<file path="src/rtl/alu_pipe_ctrl.sv">
// Hazard controller for the ID -> EX -> MEM -> WB integer pipe: operand forwarding,
// load-use bubbles, taken-branch squash and memory-busy freeze.
module alu_pipe_ctrl #(
    parameter int FLUSH_CYCLES = 2,
    parameter int RAW          = 5
) (
    input  logic           CLK,
    input  logic           RST,
    input  logic           id_valid_i,
    input  logic [RAW-1:0] id_rs1_i,
    input  logic [RAW-1:0] id_rs2_i,
    input  logic           id_use_rs1_i,
    input  logic           id_use_rs2_i,
    input  logic [RAW-1:0] id_rd_i,
    input  logic           id_wb_i,
    input  logic           id_load_i,
    input  logic           br_resolved_i,
    input  logic           br_taken_i,
    input  logic           mem_busy_i,
    output logic           stall_if_o,
    output logic           stall_id_o,
    output logic           bubble_ex_o,
    output logic           kill_ex_o,
    output logic           redirect_o,
    output logic [1:0]     fwd1_sel_o,
    output logic [1:0]     fwd2_sel_o,
    output logic [1:0]     state_o
);

    localparam logic [1:0] ST_RUN    = 2'd0;
    localparam logic [1:0] ST_LSTALL = 2'd1;
    localparam logic [1:0] ST_FLUSH  = 2'd2;
    localparam logic [1:0] ST_MWAIT  = 2'd3;

    localparam logic [2:0]     FLUSH_LOAD = 3'(FLUSH_CYCLES - 1);
    localparam logic [RAW-1:0] REG_X0     = '0;

    logic [1:0]     state;
    logic [1:0]     state_nx;
    logic [1:0]     saved_state;
    logic [1:0]     saved_nx;
    logic [1:0]     eff_state;
    logic [2:0]     flush_cnt;
    logic [2:0]     cnt_nx;

    logic [RAW-1:0] ex_rd;
    logic           ex_wb;
    logic           ex_load;
    logic [RAW-1:0] mem_rd;
    logic           mem_wb;

    logic           br_take;
    logic           lu_rs1;
    logic           lu_rs2;
    logic           load_use;

    function automatic logic [1:0] fwd_pick(
        input logic           use_rs,
        input logic [RAW-1:0] rs,
        input logic [RAW-1:0] e_rd,
        input logic           e_wb,
        input logic           e_ld,
        input logic [RAW-1:0] m_rd,
        input logic           m_wb
    );
        logic [1:0] sel;
        sel = 2'd0;
        if (use_rs && rs != REG_X0) begin
            if (rs == e_rd && e_wb && !e_ld) begin
                sel = 2'd1;
            end else if (rs == m_rd && m_wb) begin
                sel = 2'd2;
            end
        end
        return sel;
    endfunction

    // Leaving MWAIT, the cycle busy drops already behaves as the state that was interrupted,
    // so a pending kill is never lost to an idle resume cycle.
    always_comb begin
        eff_state = (state == ST_MWAIT && !mem_busy_i) ? saved_state : state;
        br_take   = br_resolved_i && br_taken_i &&
                    (eff_state == ST_RUN || eff_state == ST_LSTALL);
        lu_rs1    = id_use_rs1_i && (id_rs1_i != REG_X0) && (id_rs1_i == ex_rd) && ex_load && ex_wb;
        lu_rs2    = id_use_rs2_i && (id_rs2_i != REG_X0) && (id_rs2_i == ex_rd) && ex_load && ex_wb;
        load_use  = (eff_state == ST_RUN) && id_valid_i && (lu_rs1 || lu_rs2);
    end

    always_comb begin
        stall_if_o  = 1'b0;
        stall_id_o  = 1'b0;
        bubble_ex_o = 1'b0;
        kill_ex_o   = 1'b0;
        redirect_o  = 1'b0;
        fwd1_sel_o  = fwd_pick(id_use_rs1_i, id_rs1_i, ex_rd, ex_wb, ex_load, mem_rd, mem_wb);
        fwd2_sel_o  = fwd_pick(id_use_rs2_i, id_rs2_i, ex_rd, ex_wb, ex_load, mem_rd, mem_wb);
        state_o     = state;
        if (mem_busy_i) begin
            stall_if_o = 1'b1;
            stall_id_o = 1'b1;
        end else if (eff_state == ST_FLUSH) begin
            kill_ex_o   = 1'b1;
            bubble_ex_o = 1'b1;
        end else if (br_take) begin
            redirect_o  = 1'b1;
            kill_ex_o   = 1'b1;
            bubble_ex_o = 1'b1;
        end else if (load_use) begin
            stall_if_o  = 1'b1;
            stall_id_o  = 1'b1;
            bubble_ex_o = 1'b1;
        end
    end

    always_comb begin
        state_nx = state;
        saved_nx = saved_state;
        cnt_nx   = flush_cnt;
        if (mem_busy_i) begin
            state_nx = ST_MWAIT;
            if (state != ST_MWAIT) begin
                saved_nx = state;
            end
        end else if (br_take) begin
            cnt_nx   = FLUSH_LOAD;
            state_nx = (FLUSH_CYCLES > 1) ? ST_FLUSH : ST_RUN;
        end else begin
            case (eff_state)
                ST_RUN:    state_nx = load_use ? ST_LSTALL : ST_RUN;
                ST_LSTALL: state_nx = ST_RUN;
                ST_FLUSH: begin
                    cnt_nx   = (flush_cnt != 3'd0) ? (flush_cnt - 3'd1) : 3'd0;
                    state_nx = (flush_cnt <= 3'd1) ? ST_RUN : ST_FLUSH;
                end
                default:   state_nx = ST_RUN;
            endcase
        end
    end

    always_ff @(posedge CLK) begin
        if (RST) begin
            state       <= ST_RUN;
            saved_state <= ST_RUN;
            flush_cnt   <= 3'd0;
        end else begin
            state       <= state_nx;
            saved_state <= saved_nx;
            flush_cnt   <= cnt_nx;
        end
    end

    // Shadow stage info freezes with the pipe; a bubble or kill turns the EX slot into a NOP.
    always_ff @(posedge CLK) begin
        if (RST) begin
            ex_rd   <= '0;
            ex_wb   <= 1'b0;
            ex_load <= 1'b0;
            mem_rd  <= '0;
            mem_wb  <= 1'b0;
        end else if (!mem_busy_i) begin
            mem_rd <= ex_rd;
            mem_wb <= ex_wb;
            if (bubble_ex_o || !id_valid_i) begin
                ex_rd   <= '0;
                ex_wb   <= 1'b0;
                ex_load <= 1'b0;
            end else begin
                ex_rd   <= id_rd_i;
                ex_wb   <= id_wb_i;
                ex_load <= id_load_i;
            end
        end
    end

endmodule

</file>
<file path="config.mk">
export PLATFORM = sky130hd
export DESIGN_NAME = alu_pipe_ctrl
export DESIGN_NICKNAME = d
export VERILOG_FILES = /design/src/rtl/alu_pipe_ctrl.sv
export SDC_FILE = /design/constraint.sdc
export NUM_CORES = 1
export LEC_CHECK = 0
export ABC_AREA = 1
export CAP_MARGIN = 15
export CORE_ASPECT_RATIO = 1.4
export CORE_MARGIN = 2
export CORE_UTILIZATION = 25
export DETAILED_ROUTE_END_ITERATION = 12
export PLACE_DENSITY = 0.45
export REMOVE_ABC_BUFFERS = 1
export SETUP_SLACK_MARGIN = 0.5
export SLEW_MARGIN = 10
export SYNTH_ARGS = -nofsm -noshare
export SYNTH_HDL_FRONTEND = slang
export SYNTH_SLANG_ARGS = --single-unit
</file>
<file path="constraint.sdc">
create_clock -name CLK -period 3.1 [get_ports CLK]
set_clock_uncertainty 0.05 [all_clocks]
set_input_delay 0.465 -clock CLK [delete_from_list [all_inputs] [get_ports CLK]]
set_output_delay 0.465 -clock CLK [all_outputs]
set_load 0.02 [all_outputs]
</file>
### Word-level counts from Yosys, hierarchy flattened

Cells that the tools add are included.

* add/subtract/negate cells: 1
* order comparisons: 1
* eq/ne operators: 8
* muxes and demuxes: 30
* bitwise gates (word level): 1
* reduce and logical (&&, ||, !) cells: 32

Operators with widths (number)
* equality test 5 bit: 4
* 2-to-1 mux 2 bit: 10
* logical AND 1 bit: 19
* 2-to-1 mux 1 bit: 15
* nonzero test 5 bit: 2
* 2-to-1 mux 3 bit: 3
* 2-to-1 mux 5 bit: 1
* equality test 2 bit, second input constant: 2
* case mux 2 bit (2 select lines): 1
* AND reduction 2 bit: 2
* less-or-equal comparator 3 x 1 -> 1 bit, second input constant: 1
* logical NOT 1 bit: 3
* logical OR 1 bit: 3
* nonzero test 3 bit: 1
* subtractor 3 x 1 -> 3 bit, second input constant: 1
* equality test 2 x 1 -> 1 bit, second input constant: 1
* logical NOT 2 bit: 1
* inequality test 2 bit, second input constant: 1
* nonzero test 2 bit: 1
* inverter 1 bit: 1

* bits in registers: 20
* bits of input ports: 25
* output and inout port bits: 11
* word-level logic and storage cells: 81

### Longest topological paths before layout

* depth after elaboration: 13
* mapped depth: 10
* depth with buffers taken out: 10

### Worst setup path after synthesis

OpenSTA, ideal clock, no wires.

* path kind: register to output
* start: register state[0] (netlist: state_o[0])
* end: output port stall_if_o
* arrival time: 1867 ps
* required time: 2585 ps
* setup slack: 718 ps
* stages on the path, launching flop included: 10
* path buffers: 1
* path through: dfxtp_1 inv_1 nor2_1 a21oi_4 inv_2 nand2_1 nand3_2 clkinv_1 a21oi_1 buf_4

* word-level cells in the longest chain between the ends: 10
* elaborated cells on any way between the ends: 14

RTL lines
* start, declared: RTL line 38 `logic [1:0] state;`
* start signal, assigned: RTL line 146 `state <= state_nx;`
* equality test 2 bit: RTL line 81 `eff_state = (state == ST_MWAIT && !mem_busy_i) ? saved_state : state;`
* logical AND 1 bit: RTL line 81
* 2-to-1 mux 2 bit *: RTL line 81
* logical NOT 2 bit: RTL line 83, 86
* logical AND 1 bit (2 in series): RTL line 86 `load_use = (eff_state == ST_RUN) && id_valid_i && (lu_rs1 || lu_rs2);`
* 2-to-1 mux 1 bit (2 in series)
* 2-to-1 mux 1 bit * (2 in series)
* end, declared: RTL line 20 `output logic stall_if_o,`

Every way passes the cells marked *; elsewhere a longest branch is shown, timed or not.

### Worst setup path after layout

* start: input port id_rs2_i[1]
* end: output port stall_if_o

* word-level cells in the longest chain between the ends: 11
* elaborated cells on any way between the ends: 12

RTL lines
* start, declared: RTL line 11 `input logic [RAW-1:0] id_rs2_i,`
* nonzero test 5 bit: RTL line 85 `lu_rs2 = id_use_rs2_i && (id_rs2_i != REG_X0) && (id_rs2_i == ex_rd) && ex_load && ex_wb;`
* logical AND 1 bit: RTL line 85
* logical AND 1 bit * (3 in series): RTL line 85
* logical OR 1 bit *: RTL line 86
* logical AND 1 bit *: RTL line 86
* 2-to-1 mux 1 bit *: RTL line 108 `end else if (load_use) begin`
* 2-to-1 mux 1 bit *: RTL line 104 `end else if (br_take) begin`
* 2-to-1 mux 1 bit *: RTL line 101 `end else if (eff_state == ST_FLUSH) begin`
* 2-to-1 mux 1 bit *: RTL line 98 `if (mem_busy_i) begin`

Marked as above.

==> reports/qor.yml <==
sta:
  fmax_mhz: 403
  fin_tns_setup_ns: 0
  slew_violations: 0
  final_hold_viol_count: 0
  period_share: 0.801
  max-slew-margin-rel: 0.422
  whs_ns: 0.422
  tightest_slew_ns: 0.864
  setup_violations: 0
  rsz0062_at_grt: "true"
  period_minus_slack_ns: 2.48
floorplan:
  start_util: 0.255
  top_level_ports: 36
  rows: 31
  coreArea_um2: 5080
  fp.dieW_um: 64.8
  die_area_um2: 5770
  die_y_um: 89.1
status:
  status: "complete, no violations"
final_layout:
  fillers: 572
  final_core_util: 0.355
  layout-drive-gt1-share: 0.145
  nets: 263
  syn_to_final_growth_pct: 39.3
  stdcell_area_um2: 1800
  antenna_cells: 0
drt:
  viasPerCell: 4.41
  drc: 0
  first_pass_iters: 4
  drtAntennaViolNets: 0
  drt-total-wl_mm: 3.63
  via_count: 1327
  drt_iter0_drc: 45
  wire_per_inst_um: 12.1
setup_path:
  r2r_end: "ex_rd[3]"
  rrSetupSlack_ns: 1.49
  path_max_fanout: 4
  path_class: "in2out"
  crit_path_end_kind: "primary output"
  setup.worst_path.start_class: "input port"
  critical_path.startpoint: "id_rs2_i[1]"
  required_ns: 2.58
  rr_startpoint: "ex_rd[3]"
  rr_worst_depth: 10
  crit_end: "stall_if_o"
  worstPathArrival_ns: 1.97
global_routing:
  grt_busiest_layer: "met2"
  met3_usage: 0.0151
  grt_use_met1: 0.168
  track_usage: 0.136
  use_met2: 0.240
  grt_pass1_wl_mm: 6.01
  grt_pass1_vias: 1265
  gr-total-overflow: 0
  antenna_found_initial: 0
  grt_max_degree: 21
job:
  drv_cap: 0
cts:
  cts_setup_buffers: 0
  ctsHoldBuffers: 0
  cts-htree-levels: 1
  cts_buffers: 3
  insertion_delay_ns: 0.25
  cts.sinks: 20
  cts_root_buf: "clkbuf_8"
  clockBufferDepth: 2
  clk_pin_slew_worst_paths_ns: 0.08
  cts_tree: "done"
min_path:
  hp-class: "reg2reg"
  min_from: "ex_wb"
synthesis:
  syn_area_per_cell_um2: 6.63
  yosysWarningCount: 0
  netlist_instances: 195
  synth.distinct_cells: 28
  netlist_area_um2: 1290
  synth_seq_area_share: 0.309
  ys_ff_latch: 20
place:
  port_buffers: 35
  place.gp.congestion: 0.800
  dp_hpwl_mm: 2.86
  place_area_um2: 1750
power_and_ir_drop:
  irDropWorstVdd_mv: 0.127
  power_leakage_nw: 0.815
  powerDensity_nw_per_um2: 350
-- sequential cells by signal, summed over array words and instances (netlist names) --
signal       flops
mem_wb           1
flush_cnt        3
ex_load          1
ex_wb            1
mem_rd           5
saved_state      2
ex_rd            5
state_o          2
-- cell type report --
cell class	count	area [um^2]	share of cell area
inverters	29	109	0.0604
well taps	66	82.6	0.0458
repair buffers	44	394	0.219
clock buffers	4	55.1	0.0306
multi-input cells	138	761	0.422
flip-flops and latches	20	400	0.222
-- stage by stage --
stage	worst slack, ns	power, W	instances
6_report	0.618	0.000630	301
5_1_grt	0.497	0.000670	301
4_1_cts	0.409	0.000642	301
3_5_place_dp	0.124	0.000441	297
3_3_place_gp	0.112	0.000442	297
2_1_floorplan	0.586	0.000357	187
-- cells by family after synthesis --
kind of cell | count (synthesis) | synth area share
and+or+nand+nor | 91 | 0.311
adders and majority gates | 2 | 0.0193
xor gates and xnor gates | 11 | 0.0745
buffers and inverters | 37 | 0.118
AOI/OAI and AO/OA | 34 | 0.167
DFF | 20 | 0.309
-- metal layers --
metal | wire length (um) | share of wire | vias to the layer above
li1 | - | - | 716
met1 | 1680 | 0.46 | 582
met2 | 1790 | 0.49 | 27
met3 | 137 | 0.038 | 2
met4 | 29 | 0.0080 | 0
met5 | 0 | 0 | -
-- layout by cell type, fill, tap and decap left out, types with 4 or more instances in the layout --
master           count
a211oi_1             7
a21oi_1             15
buf_4               10
clkbuf_2             4
clkbuf_8             4
clkdlybuf4s50_1     23
dfxtp_1             20
dlygate4sd2_1        5
inv_1               24
inv_2                4
nand2_1             38
nand3_1              9
nand4_1             10
nor2_1              24
o21ai_0              5
xor2_1              10
-- synth_stat cells (all sizes together) --
library cell   n  area [um^2]
inv           28          105
xnor2          1         8.76
nor3b          1         7.51
nor2          26         97.6
nor4           2         12.5
ha             2         25.0
xor2          10         87.6
nor3           1         5.00
nand2         39          146
a211oi         9         77.6
a21oi         18          101
o21ai          5         25.0
nand3         11         65.1
clkbuf         4         16.3
dfxtp         20          400
or2            1         6.26
clkinv         1         3.75
nand4         10         62.6
a31oi          2         12.5
buf            4         27.5
-- critical path: stages --
cell,delay [ns]
clkdlybuf4s50_1,0.55
o21ai_0,0.11
nor2_1,0.19
nand3_1,0.14
nand2_2,0.10
nand2_1,0.08
a21oi_2,0.15
clkbuf_2,0.18
-- power by group --
| group | internal, W | leakage (nW) | total (W) | switching (W) |
|---|---|---|---|---|
| Combinational | 0.0000691 | 0.622 | 0.000150 | 0.0000814 |
| Clock | 0.000113 | 0.0288 | 0.000199 | 0.0000860 |
| Sequential | 0.000270 | 0.164 | 0.000281 | 0.0000112 |
| Total | 0.000452 | 0.815 | 0.000630 | 0.000179 |
-- worst min path at each step --
stage | to | slack (ns) | cells past startpoint
6_report | ex_wb | 0.42 | 2
5_1_grt | ex_wb | 0.44 | 2
4_1_cts | ex_wb | 0.42 | 2
3_5_place_dp | ex_wb | 0.41 | 2
3_3_place_gp | ex_wb | 0.41 | 2
2_1_floorplan | ex_wb | 0.39 | 2
-- what timing repair did --
action,CTS,global route
pin swaps,0,1
gates resized for setup,16,16
endpoints found under the setup margin,9,6
Note: power is estimated with default switching activity, not from simulation.
==> RTL edit 1 (same flow settings) <==
Set the localparam `REG_X0` to 1 (it was '0).
--- a/src/rtl/alu_pipe_ctrl.sv
+++ b/src/rtl/alu_pipe_ctrl.sv
@@ -33,7 +33,7 @@
     localparam logic [1:0] ST_MWAIT  = 2'd3;
 
     localparam logic [2:0]     FLUSH_LOAD = 3'(FLUSH_CYCLES - 1);
-    localparam logic [RAW-1:0] REG_X0     = '0;
+    localparam logic [RAW-1:0] REG_X0     = 1;
 
     logic [1:0]     state;
     logic [1:0]     state_nx;
Function: changed (a bounded check fails within 4 cycles, from zero or initial values and one cycle with RST high).
==> RTL edit 1 against the original RTL <==
Design area is 0.97% higher; critical path type unchanged; sequential cell count stayed put; die area is 3.7% higher; synthesized area is 3.9% higher; largest power group unchanged; total power is 3.9% lower; non-clock buffer count is 3 lower; routed wire length is 0.69% lower; worst setup slack worse by 0.037 ns.
==> RTL edit 1: results (changes against the original RTL) <==
* DR WL met3 at 125 um (-8.8%)
* Met2 wire length at 1.91 mm (+6.7%)
* Crit-path max cell delay at 0.51 ns (-0.04 ns)
* Wirelength per Cell at 11.8 um (-2.0%)
* Crit. Startpoint: mem_busy_i
* Vias at 1355 (+2.1%)
* Cell variety after synth at 33 (+18%)
* Nets at 268 (+1.9%)
* VDD IR max at 0.137 mV (+7.9%)
* WP data arrival at 2.00 ns (+0.03 ns)
* Top cells by count, synth: 39 x nand2_1, 29 x nor2_1, 28 x inv_1
* CP Max Fanout at 20 (+16)
* First-pass GRT wire length at 6.37 mm (+6.0%)
* Post-Syn Area per Cell at 6.62 um2 (-0.22%)
* Register area share after synthesis at 29.8% (-1.2 points)
* Final WL at 3.61 mm (-0.69%)
* Routability cong. at 0.816 (+2.0%)
* DP Wirelength at 2.98 mm (+4.4%)
* Fill cells at 596 (+4.2%)
* Worst Max-Slew Pin Slew at 0.451 ns (-0.413 ns)
* Gr usage total at 13.4% (-0.13 points)
* Finished Cell Area at 1820 um2 (+0.97%)
* Cells after DPL at 302 (+1.7%)
* Clock transition at path regs at 0.07 ns
* Outcome: complete, no violations
* Top post-synthesis cells by area: dfxtp_1 30%, nand2_1 11%, nor2_1 8.1%
* M1 WL at 1.51 mm (-9.8%)
* Post-synth ARST share at 0% (unchanged)
-- RTL edit 1: layer usage --
layer,vias up,GRT usage [%]
li1,727,-
met1,590,15.4
met2,34,24.7
met3,4,1.25
met4,0,5.27
met5,-,0
-- RTL edit 1: path summary, 6_finish.rpt --
kind / end / slack [ns] / depth (start not counted)
hold reg to reg: ex_wb$_SDFFE_PP0N_ / 0.43 / 2
hold / removal: ex_wb$_SDFFE_PP0N_ / 0.43 / 2
setup reg to reg: ex_rd[0]$_SDFFE_PP0N_ / 1.52 / 10
setup / recovery: kill_ex_o / 0.58 / 9
-- RTL edit 1: cells by family after synthesis --
| group | Yosys count | share of synthesized area [%] |
|---|---|---|
| buf+inv | 39 | 12.4 |
| simple gates | 96 | 34.1 |
| flops | 20 | 29.8 |
| xor+xnor | 8 | 5.21 |
| fa+ha+maj | 2 | 1.86 |
| compound gates | 38 | 16.7 |
-- RTL edit 1: where the power goes --
group	internal [mW]	total, mW	switching [mW]	leakage [nW]
clock network	0.0862	0.163	0.0771	0.0216
registers	0.271	0.287	0.0158	0.164
logic	0.0734	0.155	0.0820	0.633
-- RTL edit 1: repair_timing --
item,4_1_cts,5_1_grt
endpoints found under the setup margin,9,4
gates resized for setup,16,7
pin swaps,1,2
-- RTL edit 1: worst register-to-register path: cells and delay by family (launching register included) --
kind            cells  cell delay (ns)
flops               1             0.40
simple gates        6             0.57
buf+inv             2             0.25
compound gates      2             0.18
-- RTL edit 1: layout make-up --
type / instances / share of cell area (%)
multi-input cells: 144 / 43.4
flip-flops and latches: 20 / 22.0
repair buffers: 41 / 21.4
inverters: 31 / 6.40
well taps: 66 / 4.54
clock buffers: 3 / 2.27
-- RTL edit 1: metrics by stage --
stage | power [mW] | setup slack [ns]
global placement | 0.454 | 0.121
detailed placement | 0.453 | 0.139
finish | 0.606 | 0.581
floorplan | 0.368 | 1.10
CTS | 0.616 | 0.413
global route | 0.643 | 0.464
==> RTL edit 2 (config.mk and constraints unchanged) <==
Made on the original files. Register the output `redirect_o`, cleared by the reset; this adds one clock of latency there. The other outputs are not delayed to match.
--- a/src/rtl/alu_pipe_ctrl.sv
+++ b/src/rtl/alu_pipe_ctrl.sv
@@ -34,6 +34,8 @@
 
     localparam logic [2:0]     FLUSH_LOAD = 3'(FLUSH_CYCLES - 1);
     localparam logic [RAW-1:0] REG_X0     = '0;
+
+    logic redirect_d;
 
     logic [1:0]     state;
     logic [1:0]     state_nx;
@@ -91,7 +93,7 @@
         stall_id_o  = 1'b0;
         bubble_ex_o = 1'b0;
         kill_ex_o   = 1'b0;
-        redirect_o  = 1'b0;
+        redirect_d  = 1'b0;
         fwd1_sel_o  = fwd_pick(id_use_rs1_i, id_rs1_i, ex_rd, ex_wb, ex_load, mem_rd, mem_wb);
         fwd2_sel_o  = fwd_pick(id_use_rs2_i, id_rs2_i, ex_rd, ex_wb, ex_load, mem_rd, mem_wb);
         state_o     = state;
@@ -102,7 +104,7 @@
             kill_ex_o   = 1'b1;
             bubble_ex_o = 1'b1;
         end else if (br_take) begin
-            redirect_o  = 1'b1;
+            redirect_d  = 1'b1;
             kill_ex_o   = 1'b1;
             bubble_ex_o = 1'b1;
         end else if (load_use) begin
@@ -172,5 +174,13 @@
         end
     end
 
+    always_ff @(posedge CLK) begin
+        if (RST) begin
+            redirect_o <= '0;
+        end else begin
+            redirect_o <= redirect_d;
+        end
+    end
+
 endmodule
 
Function: changed (Yosys sat finds a counterexample within 4 cycles, from zero or initial values and one cycle with RST high).
==> RTL edit 2 against the original RTL <==
Global-route usage is essentially flat; design area shrank 1.2%; routed wire length shrank 0.69%; critical path type unchanged; non-clock buffer count shrank 3; worst setup slack lost 0.026 ns; total power shrank 1.7%; synthesized area shrank 0.77%; critical path depth is the same; sequential cell count grew 1.
==> RTL edit 2: results (changes against the original RTL) <==
* Reg2reg path depth at 10 (unchanged)
* First-pass GRT wire length at 6.09 mm (+1.3%)
* P_comb at 0.146 mW (-3%)
* Nets at 266 (+1.1%)
* Post-Layout Cell Count at 302 (+0.33%)
* Met2 wire length at 1.78 mm (-0.50%)
* Hold Slack at 0.427 ns (+0.00576 ns)
* Met2 Track Usage GR at 25.9% (+1.9 points)
* Gr usage total at 13.6% (about the same)
* P_leak at 0.809 nW (-0.72%)
* Crit. Startpoint: id_rs2_i[3]
* Routability cong. at 0.787 (-1.7%)
* Top cells by count, synth: 34 x nand2_1, 30 x inv_1, 28 x nor2_1
* DP Wirelength at 2.90 mm (+1.4%)
* Register area share after synthesis at 32.7% (+1.8 points)
* Clock-net power at 0.176 mW (-12%)
* GRT met1 Usage at 15.5% (-1.3 points)
* Crit-path max cell delay at 0.53 ns (-0.02 ns)
* Footprint of the multi-input gates at 731 um2 (-3.9%)
* Worst reg2reg endpoint: ex_rd[4]$_SDFFE_PP0N_
* R2R setup slack at 1.44 ns (-0.05 ns)
* Vias at 1342 (+1.1%)
* Syn Inst Count at 200 (+2.6%)
* M1 WL at 1.61 mm (-4.4%)
* M3 GR Usage at 1.40% (-0.11 points)
* Hold Crit Start: ex_wb$_SDFFE_PP0N_
* Worst skew pair latency at 0.26 ns
* Sw Ratio at 28.4% (+0.097 points)
* DR WL met3 at 180 um (+31%)
* Largest net degree at the start of global routing at 18 (-14%)
* Worst Max-Slew Pin Slew at 0.510 ns (-0.354 ns)
* Area post-placement at 1730 um2 (-1.4%)
* Wirelength per Cell at 12.0 um (-1.0%)
* Top post-synthesis cells by area: dfxtp_1 33%, nand2_1 9.9%, inv_1 8.8%
* Fill cells at 541 (-5.4%)
* Setup crit end: fwd2_sel_o[1]
* Top-area cell type share of the netlist area at 32.7% (+1.8 points)
* VDD IR max at 0.162 mV (+28%)
* Pre-CTS WS at 0.172 ns (+0.0480 ns)
* WP data arrival at 1.99 ns (+0.02 ns)
* Pwr dens at 348 nW/um2 (-0.49%)
* Outcome: complete, no violations
* Final Critical Period at 2.51 ns (+0.0258 ns)
* Initial drt markers at 56 (+24%)
[RTL edit 2: cell count changes after synthesis, moves of 3 or more]
cell      change
a211oi_1      -5
inv_1         +6
nand2_1       -5
nand3_1       +3
o21ai_0      +10
xor2_1        -6
[RTL edit 2: area by class of cell]
class | instances | area share (%)
clock buffers | 4 | 2.53
inverters | 32 | 6.75
multi-input cells | 140 | 41.1
flip-flops and latches | 21 | 23.6
well taps | 64 | 4.50
repair buffers | 41 | 21.5
[RTL edit 2: cell families (layout without fill, tap and decap cells)]
| group | Yosys count | after routing | share of synthesized area, % |
|---|---|---|---|
| compound gates | 42 | 42 | 18.0 |
| xor+xnor | 6 | 6 | 4.09 |
| fa+ha+maj | 2 | 2 | 1.95 |
| buf+inv | 39 | 77 | 12.0 |
| flops | 21 | 21 | 32.7 |
| simple gates | 90 | 90 | 31.2 |
[RTL edit 2: timing repair]
action	CTS	global route
setup endpoints to repair	8	7
cloned	0	0
resized for setup	14	11
pin swaps	0	0
